==> src/rtl/alu_operand_stage_if.sv <==
// ============================================================================
// Module      : alu_operand_stage_if
// Description : Instruction, ALU, result and host-write bundle for the stage
// Revision    : 1.0
// ============================================================================
`default_nettype none

interface alu_operand_stage_if #(
  parameter int DATA_WIDTH = 32,
  parameter int ADDR_WIDTH = 4
);
  logic                  instr_valid;
  logic                  instr_ready;
  logic [2:0]            instr_ctrl;
  logic [ADDR_WIDTH-1:0] instr_rs0;
  logic [ADDR_WIDTH-1:0] instr_rs1;
  logic                  instr_imm_sel;
  logic [DATA_WIDTH-1:0] instr_imm;
  logic [ADDR_WIDTH-1:0] instr_rd;
  logic                  instr_we;
  logic [2:0]            alu_ctrl;
  logic [DATA_WIDTH-1:0] alu_in0;
  logic [DATA_WIDTH-1:0] alu_in1;
  logic [DATA_WIDTH-1:0] alu_out;
  logic                  result_valid;
  logic [DATA_WIDTH-1:0] result;
  logic                  host_wr_valid;
  logic                  host_wr_ready;
  logic [ADDR_WIDTH-1:0] host_wr_addr;
  logic [DATA_WIDTH-1:0] host_wr_data;

  modport master (
    output instr_valid, instr_ctrl, instr_rs0, instr_rs1, instr_imm_sel,
           instr_imm, instr_rd, instr_we, alu_out,
           host_wr_valid, host_wr_addr, host_wr_data,
    input  instr_ready, alu_ctrl, alu_in0, alu_in1, result_valid, result,
           host_wr_ready
  );

  modport slave (
    input  instr_valid, instr_ctrl, instr_rs0, instr_rs1, instr_imm_sel,
           instr_imm, instr_rd, instr_we, alu_out,
           host_wr_valid, host_wr_addr, host_wr_data,
    output instr_ready, alu_ctrl, alu_in0, alu_in1, result_valid, result,
           host_wr_ready
  );
endinterface

`default_nettype wire

==> src/rtl/alu_operand_stage.sv <==
// ============================================================================
// Module      : alu_operand_stage
// Description : Register file and operand issue for a 1-cycle registered ALU,
//               with write-back forwarding. Optional macro
//               ALU_OPERAND_STAGE_RDBK_EN adds a registered debug read port.
// Revision    : 1.0
// ============================================================================
`default_nettype none

module alu_operand_stage #(
  parameter int DATA_WIDTH = 32,
  parameter int NREGS      = 16,
  parameter int ADDR_WIDTH = $clog2(NREGS)
) (
  input  wire logic            clk,
  input  wire logic            reset,
  alu_operand_stage_if.slave   bus
`ifdef ALU_OPERAND_STAGE_RDBK_EN
  ,
  input  wire logic [ADDR_WIDTH-1:0] dbg_rd_addr,
  output logic      [DATA_WIDTH-1:0] dbg_rd_data
`endif
);

  logic [DATA_WIDTH-1:0] regs [NREGS];
  logic [2:0]            ctrl_q;
  logic [ADDR_WIDTH-1:0] rd_q;
  logic                  we_q;
  logic                  wb_pend;
  logic                  issue;
  logic                  wb_fwd;
  logic                  wb_fire;
  logic                  host_fire;

  assign issue     = bus.instr_valid & ~reset;
  assign wb_fwd    = wb_pend & we_q;
  assign wb_fire   = wb_fwd & (rd_q != '0);
  assign host_fire = bus.host_wr_valid & bus.host_wr_ready;

  function automatic logic [DATA_WIDTH-1:0] read_reg(input logic [ADDR_WIDTH-1:0] a);
    if (a == '0)
      return '0;
    else if (wb_fwd && rd_q == a)
      return bus.alu_out;
    else
      return regs[a];
  endfunction

  assign bus.instr_ready   = ~reset;
  assign bus.host_wr_ready = ~reset & ~wb_fire;
  assign bus.alu_in0       = read_reg(bus.instr_rs0);
  assign bus.alu_in1       = bus.instr_imm_sel ? bus.instr_imm : read_reg(bus.instr_rs1);
  assign bus.alu_ctrl      = ctrl_q;
  assign bus.result_valid  = wb_pend;
  assign bus.result        = bus.alu_out;

  // ctrl/rd/we only update on issue so alu_ctrl holds while idle
  always_ff @(posedge clk or posedge reset) begin
    if (reset) begin
      ctrl_q  <= '0;
      rd_q    <= '0;
      we_q    <= 1'b0;
      wb_pend <= 1'b0;
    end else begin
      wb_pend <= issue;
      if (issue) begin
        ctrl_q <= bus.instr_ctrl;
        rd_q   <= bus.instr_rd;
        we_q   <= bus.instr_we;
      end
    end
  end

  assign regs[0] = '0;

  // host_wr_ready excludes write-back cycles, so at most one write lands per entry
  generate
    for (genvar i = 1; i < NREGS; i++) begin : g_reg
      always_ff @(posedge clk or posedge reset) begin
        if (reset)
          regs[i] <= '0;
        else if (wb_fire && rd_q == ADDR_WIDTH'(i))
          regs[i] <= bus.alu_out;
        else if (host_fire && bus.host_wr_addr == ADDR_WIDTH'(i))
          regs[i] <= bus.host_wr_data;
      end
    end
  endgenerate

`ifdef ALU_OPERAND_STAGE_RDBK_EN
  always_ff @(posedge clk or posedge reset) begin
    if (reset)
      dbg_rd_data <= '0;
    else
      dbg_rd_data <= regs[dbg_rd_addr];
  end
`endif

endmodule

`default_nettype wire

==> src/flat_wrapper.sv <==
// flat-port wrapper written by rule: the top's interface ports become plain ports
module alu_operand_stage_flat 
#(
  parameter int DATA_WIDTH = 32,
  parameter int NREGS      = 16,
  parameter int ADDR_WIDTH = $clog2(NREGS)
)
  (clk, reset, bus_instr_valid, bus_instr_ctrl, bus_instr_rs0, bus_instr_rs1, bus_instr_imm_sel, bus_instr_imm, bus_instr_rd, bus_instr_we, bus_alu_out, bus_host_wr_valid, bus_host_wr_addr, bus_host_wr_data, bus_instr_ready, bus_alu_ctrl, bus_alu_in0, bus_alu_in1, bus_result_valid, bus_result, bus_host_wr_ready);
  alu_operand_stage_if #(.DATA_WIDTH(DATA_WIDTH), .ADDR_WIDTH(ADDR_WIDTH)) bus_i ();
  input  wire logic clk;
  input  wire logic reset;
  input wire logic [$bits(bus_i.instr_valid)-1:0] bus_instr_valid;
  input wire logic [$bits(bus_i.instr_ctrl)-1:0] bus_instr_ctrl;
  input wire logic [$bits(bus_i.instr_rs0)-1:0] bus_instr_rs0;
  input wire logic [$bits(bus_i.instr_rs1)-1:0] bus_instr_rs1;
  input wire logic [$bits(bus_i.instr_imm_sel)-1:0] bus_instr_imm_sel;
  input wire logic [$bits(bus_i.instr_imm)-1:0] bus_instr_imm;
  input wire logic [$bits(bus_i.instr_rd)-1:0] bus_instr_rd;
  input wire logic [$bits(bus_i.instr_we)-1:0] bus_instr_we;
  input wire logic [$bits(bus_i.alu_out)-1:0] bus_alu_out;
  input wire logic [$bits(bus_i.host_wr_valid)-1:0] bus_host_wr_valid;
  input wire logic [$bits(bus_i.host_wr_addr)-1:0] bus_host_wr_addr;
  input wire logic [$bits(bus_i.host_wr_data)-1:0] bus_host_wr_data;
  output wire logic [$bits(bus_i.instr_ready)-1:0] bus_instr_ready;
  output wire logic [$bits(bus_i.alu_ctrl)-1:0] bus_alu_ctrl;
  output wire logic [$bits(bus_i.alu_in0)-1:0] bus_alu_in0;
  output wire logic [$bits(bus_i.alu_in1)-1:0] bus_alu_in1;
  output wire logic [$bits(bus_i.result_valid)-1:0] bus_result_valid;
  output wire logic [$bits(bus_i.result)-1:0] bus_result;
  output wire logic [$bits(bus_i.host_wr_ready)-1:0] bus_host_wr_ready;
  assign bus_i.instr_valid = bus_instr_valid;
  assign bus_i.instr_ctrl = bus_instr_ctrl;
  assign bus_i.instr_rs0 = bus_instr_rs0;
  assign bus_i.instr_rs1 = bus_instr_rs1;
  assign bus_i.instr_imm_sel = bus_instr_imm_sel;
  assign bus_i.instr_imm = bus_instr_imm;
  assign bus_i.instr_rd = bus_instr_rd;
  assign bus_i.instr_we = bus_instr_we;
  assign bus_i.alu_out = bus_alu_out;
  assign bus_i.host_wr_valid = bus_host_wr_valid;
  assign bus_i.host_wr_addr = bus_host_wr_addr;
  assign bus_i.host_wr_data = bus_host_wr_data;
  assign bus_instr_ready = bus_i.instr_ready;
  assign bus_alu_ctrl = bus_i.alu_ctrl;
  assign bus_alu_in0 = bus_i.alu_in0;
  assign bus_alu_in1 = bus_i.alu_in1;
  assign bus_result_valid = bus_i.result_valid;
  assign bus_result = bus_i.result;
  assign bus_host_wr_ready = bus_i.host_wr_ready;
  alu_operand_stage #(.DATA_WIDTH(DATA_WIDTH), .NREGS(NREGS), .ADDR_WIDTH(ADDR_WIDTH)) u_core (.clk(clk), .reset(reset), .bus(bus_i));
endmodule
==> config.mk <==
export PLATFORM = sky130hd
export DESIGN_NAME = alu_operand_stage_flat
export DESIGN_NICKNAME = d
export VERILOG_FILES = /design/src/rtl/alu_operand_stage_if.sv /design/src/rtl/alu_operand_stage.sv /design/src/flat_wrapper.sv
export SDC_FILE = /design/constraint.sdc
export NUM_CORES = 2
export LEC_CHECK = 0
export CAP_MARGIN = 20
export CORE_MARGIN = 4
export CORE_UTILIZATION = 45
export DETAILED_ROUTE_END_ITERATION = 10
export GPL_TIMING_DRIVEN = 0
export MAX_ROUTING_LAYER = met4
export SLEW_MARGIN = 25
export SYNTH_ARGS = -nofsm -noshare
export SYNTH_HDL_FRONTEND = slang
export SYNTH_SLANG_ARGS = --single-unit
==> constraint.sdc <==
create_clock -name clk -period 18.9 [get_ports clk]
set_clock_uncertainty 0.2 [all_clocks]
set_input_delay 2.835 -clock clk [delete_from_list [all_inputs] [get_ports clk]]
set_output_delay 2.835 -clock clk [all_outputs]
set_load 0.1 [all_outputs]
Word-level counts from Yosys, hierarchy flattened:

Index checks and enable logic that the tools add are counted.

* bits in registers: 489
* input bits: 121
* word-level logic and storage cells: 153
* output and inout bits: 102

* multiplexer cells: 41
* reduce and logical (&&, ||, !) cells: 50
* $lt $le $gt $ge: 2
* bitwise operators: 9
* equal/unequal tests: 32

Operators with widths (count)
* $mux W32: 39
* $bmux W32 S4: 2
* $eq A4 B4 Y1 const B: 16
* $eq A4 B3 Y1 const B: 8
* $logic_and A1 B1 Y1: 32
* $reduce_bool A2 Y1: 15
* $eq A4 B2 Y1 const B: 4
* $ge A5 B5 Y1 const B: 2
* $not A4 Y5: 2
* $eq A4 B1 Y1 const B: 2
* $eq A4 B4 Y1: 2
* $logic_not A4 Y1: 2
* $and A1 B1 Y1: 5
* $reduce_bool A4 Y1: 1
* $not A1 Y1: 2

Depth between registers and ports, before layout:

* word-level depth: 8
* mapped depth: 9
* gate-level depth less buffers: 5

Worst setup path before layout:

No wires, ideal clock.

* kind: input -> output
* start: input port reset
* end: output port bus_instr_ready
* required time: 15865 ps
* arrival time: 13421 ps
* setup slack: 2444 ps
* buffers on the path: 0
* cell stages on the path: 1
* path through: inv_1

* cells in the longest elaborated chain, start to end: 1

RTL lines
* from (decl): RTL line flat_wrapper.sv:11 `input wire logic reset;`
* $not A1 Y1: RTL line alu_operand_stage.sv:49 `assign bus.instr_ready = ~reset;`
* to (decl): RTL line flat_wrapper.sv:24 `output wire logic [$bits(bus_i.instr_ready)-1:0] bus_instr_ready;`

No other way between the ends.

Worst setup path after layout:

* start: input port bus_instr_rs0[3]
* end: output port bus_alu_in0[24]

* cells in the longest elaborated chain, start to end: 6
* elaborated cells between the ends (all ways): 9
* those cells by class: eq/ne: 1; mux: 5; bitwise: 1; reduce/logical: 2

RTL lines
* from (decl): RTL line flat_wrapper.sv:14 `input wire logic [$bits(bus_i.instr_rs0)-1:0] bus_instr_rs0;`
* $not A4 Y5 (implied by the code): RTL line alu_operand_stage.sv:46 `return regs[a];`
* $bmux W32 S4: RTL line alu_operand_stage.sv:46
* $mux W32 (implied by the code) (2 in a row): RTL line alu_operand_stage.sv:46
* $mux W32: RTL line alu_operand_stage.sv:43 `else if (wb_fwd && rd_q == a)`
* $mux W32 *: RTL line alu_operand_stage.sv:41 `if (a == '0)`
* to (decl): RTL line flat_wrapper.sv:26 `output wire logic [$bits(bus_i.alu_in0)-1:0] bus_alu_in0;`

Every way passes the cells marked *; elsewhere a longest branch is shown, timed or not. The select of a mux whose other input is x is not followed.

==> results <==
- The flow ran to the end, and the final reports show no timing, DRC or antenna violations.
- A synthesized cell averages 8.45 µm².
- Excluding fillers, the count of instances in the completed layout stands at 4975.
- The critical-path cell with the highest stage delay is nor2_1.
- The library cell used most frequently in the layout, excluding fill and tap cells, is nand2_1.
- The post-synthesis cell count is 3738.
- Synthesis inferred 489 register bits.
- After routing the design area is 36700 µm².
- For this block, the via count after detailed routing is 33781.
- Headroom to the max-slew limit came out at 16.3%.
- The floorplan step defined a die boundary enclosing 74500 µm².
- In the layout the commonest cells are nand2_1 (1008), nor2_1 (529), dfrtp_1 (489).
- The worst path arrival time is 7.75 ns.
- The later pin in the worst-skew pair is clocked with a latency of 0.65 ns.
- When the netlist entered floorplanning its net count stood at 3859.
- The total setup buffers inserted after CTS is 0.
- Counting I/O delays and the setup requirement, the final critical path takes 10.78 ns.
- The post-route total power is 4.56 mW.
- CTS placed an instance of clkbuf_16 at the clock tree root.
- Of the cells placed in the final design, the portion with a size suffix greater than 1 is 12.2%.
- The cell area that synthesis handed to floorplanning was 31600 µm².
- The setup slack after placement is 8.55 ns.
- The longest clock path from root to sink contains 3 buffers.
- The top flip-flop cell by instance count after synthesis is dfrtp_1.
- The most numerous cell type found on the critical path is clkdlybuf4s50_1.
- The met2 layer usage reported by global route is 60.2%.
- The Yosys step of the flow raised 0 warnings.
- The global placer's final weighted congestion is 1.06.
- The number of placement rows is 96.
- The met1 usage in global routing is 55.7%.
- The number of max-slew violations in the final report was 0.
- The final hold violation count is 0.
- The synthesized design contains 0 enable-type register cells.
- In this run, CTS created clock tree buffers numbering 58.
- Port buffering added 184 buffers.
- The simple-gate share of the synthesized area is 21.5%.
- The remaining antenna violation count is 0.
- The starting density of the core is 45.8%.
- Once placement completed, the tool counted placed cells totaling 4861.
- The share of the yosys chip area belonging to registers is 38.7%.
- The pin count of the biggest net entering global routing is 89.
- The wire-length estimate of the detail-placed layout is 117000 µm.
- Setup violations remaining at the end of the flow were counted as 0.
- The number of antenna violations at the first check in global routing is 6.
- Setup repair after global routing left no endpoint under its margin.
- The first global-routing pass estimated 233000 µm of wire.
- The synthesized-area fraction occupied by xor and xnor cells is 0.222%.
- The nature of the critical path endpoint is an output port.
- The required time of the critical path is 15.87 ns.
- Dividing the detail-routed wire length by the instance count gives 33.1 µm.
- After synthesis, the share of flip-flops with an asynchronous set or reset is 100%.
- The TritonCTS clock tree is yes.
- The core region is 69100 µm².
- The residual overflow from global routing is 0.
- The number of buffers and inverters on the critical path is 3.
- The final worst-path setup slack is 8.12 ns.
- In this run, post-CTS hold repair placed 0 buffers.
- The path class of the tightest hold or removal check is flip-flop to flip-flop.
- The startpoint kind of the worst setup timing path is a primary input.
- The kind of cell with the highest combined delay on the critical path is buffers and inverters.
- After Yosys synthesis, full adders, half adders and majority gates account for 0% of the synthesized area.
- The fmax is 92.7 MHz.
- The area growth from synthesis to layout is 16.1%.
- The number of global-route vias before repair is 31596.
- For this run, the post-layout net count is 4112.
- Before antenna repair, the detailed router went through 9 iterations.
- After detailed routing, the number of vias per cell comes to 6.79.
- Once the clock tree was built, the resizer swapped 0 gates to a different size.
- The width of the chip is 273 µm.
- The floorplan step set the die height to 273 µm.
- For met3 alone, demand over resource in global routing was 18.1%.
- The number of maximum-capacitance violations is 0.
- The share of the clock period used by the worst path after layout is 57.1%.
- The number of remaining DRC errors is 0.
- met2 is the most crowded layer.
- The share of the synthesized area in compound gates (AO/OA/AOI/OAI) is 17.3%.
- Traced cell by cell, the critical path runs through clkdlybuf4s50_1 -> clkbuf_1 -> nand2b_1 -> nor2_1 -> a2111oi_0 -> o211ai_1 -> a21oi_1 -> clkdlybuf4s50_1.
- Pin placement for this block handled 223 I/O pins.
- For this design the ratio of total power to cell area is 124 nW/µm².
- Adding up every negative setup slack in the final design gives 0 ns.
- The area after detailed placement is 34800 µm².
- In the synthesized netlist, mux cells make up 15.5% of the area.
- The H-tree was split into 2 levels.
- The maximum vdd ir drop is 0.0777 mV.
- The worst stage delay on the critical path is 1.06 ns.
- The count of cell types in the netlist is 40.
- CTS saw 489 sinks.
- Summed over all layers, the routed wires come to 165000 µm.
- Of all nets on the critical path, the largest fanout is 10.
- Global routing used 44.4% of the available tracks across all layers.
- The static leakage power is 15.2 nW.
- After synthesis, the largest family of logic cells by area is simple AND/OR/NAND/NOR gates.
- The type of the setup path with the least slack is primary input to output port.
- After clock tree synthesis, the clock-pin slew on the worst setup and hold paths is 0.06 ns.
- The measured slew at the worst slew-check pin is 1.26 ns.
- The detailed router finished its first iteration with 5587 violations.
metrics by stage:
| step | hold slack (ns) | utilization [%] |
|---|---|---|
| floorplan | 0.295 | - |
| global placement | 0.290 | 50.1 |
| detailed placement | 0.298 | 50.4 |
| CTS | 0.314 | 53.1 |
| global route | 0.342 | 53.1 |
| finish | 0.310 | 53.1 |
flip-flops by register name (all words and copies together) (netlist names):
name / flops
u_core.we_q: 1
u_core.bus.alu_ctrl: 3
u_core.bus.result_valid: 1
u_core.regs: 480
u_core.rd_q: 4
where the power goes:
| group | switching (mW) | leakage, nW | internal, mW |
|---|---|---|---|
| clock network | 0.504 | 0.907 | 0.634 |
| registers | 0.368 | 5.81 | 1.46 |
| logic | 0.921 | 8.45 | 0.672 |
| total | 1.79 | 15.2 | 2.76 |
synthesized netlist by cell type (2+ instances only):
cell type	n	area [µm²]
buf_4	48	360
nand2_1	1008	3780
buf_6	19	214
nor2_1	529	1990
o21ai_0	3	15.0
o2111ai_1	4	35.0
and2_1	35	219
a22oi_1	32	240
clkbuf_1	259	972
a2111oi_0	21	184
nand3_1	5	25.0
nor3_1	27	135
o211ai_1	55	413
mux4_2	138	3110
a31oi_1	481	3010
a21oi_1	23	115
nor2b_1	75	469
xor2_1	7	61.3
nand2b_1	6	37.5
a221o_1	32	320
mux2_2	82	923
buf_1	40	150
o31ai_1	32	240
dfrtp_1	489	12200
nand3b_1	3	22.5
buf_2	81	405
nor3_2	2	20.0
nor3b_1	3	22.5
mux2i_1	87	871
a221oi_1	63	552
a2111oi_4	4	110
inv_1	3	11.3
nand3_2	4	40.0
a211oi_1	32	240
cells by family after synthesis:
kind of cell	after synthesis
buf+inv	450
flops	489
compound gates	782
simple gates	1702
xor+xnor	8
mux	307
path summary, 6_finish.rpt:
path / startpoint / to / slack, ns / depth (start not counted)
max reg2reg: u_core.rd_q[2] / u_core.regs[109] / 15.22 / 7
min: u_core.bus.alu_ctrl[1] / u_core.bus.alu_ctrl[1] / 0.31 / 1
max: bus_instr_rs0[3] / bus_alu_in0[24] / 8.12 / 8
max in group asynchronous: reset / u_core.regs[47] / 14.74 / 4
min reg2reg: u_core.bus.alu_ctrl[1] / u_core.bus.alu_ctrl[1] / 0.31 / 1
min in group asynchronous: reset / u_core.we_q / 2.51 / 2
layer usage:
metal | share of wire [%] | wire, µm | up-vias
li1 | - | - | 13722
met4 | 7.2 | 11800 | 0
met5 | 0 | 0 | -
met2 | 41 | 67000 | 3052
met1 | 37 | 60300 | 16266
met3 | 16 | 25700 | 741
area by class of cell:
class	count	area, µm²
tap	931	1160
buffer	447	2120
sequential	489	12200
multi-input combinational	2799	17300
antenna	11	27.5
fill	6573	32400
inverter	3	18.8
timing repair buffer	193	2040
clock buffer	91	1770
clock inverter	11	61.3
(Power assumes the default switching activity.)
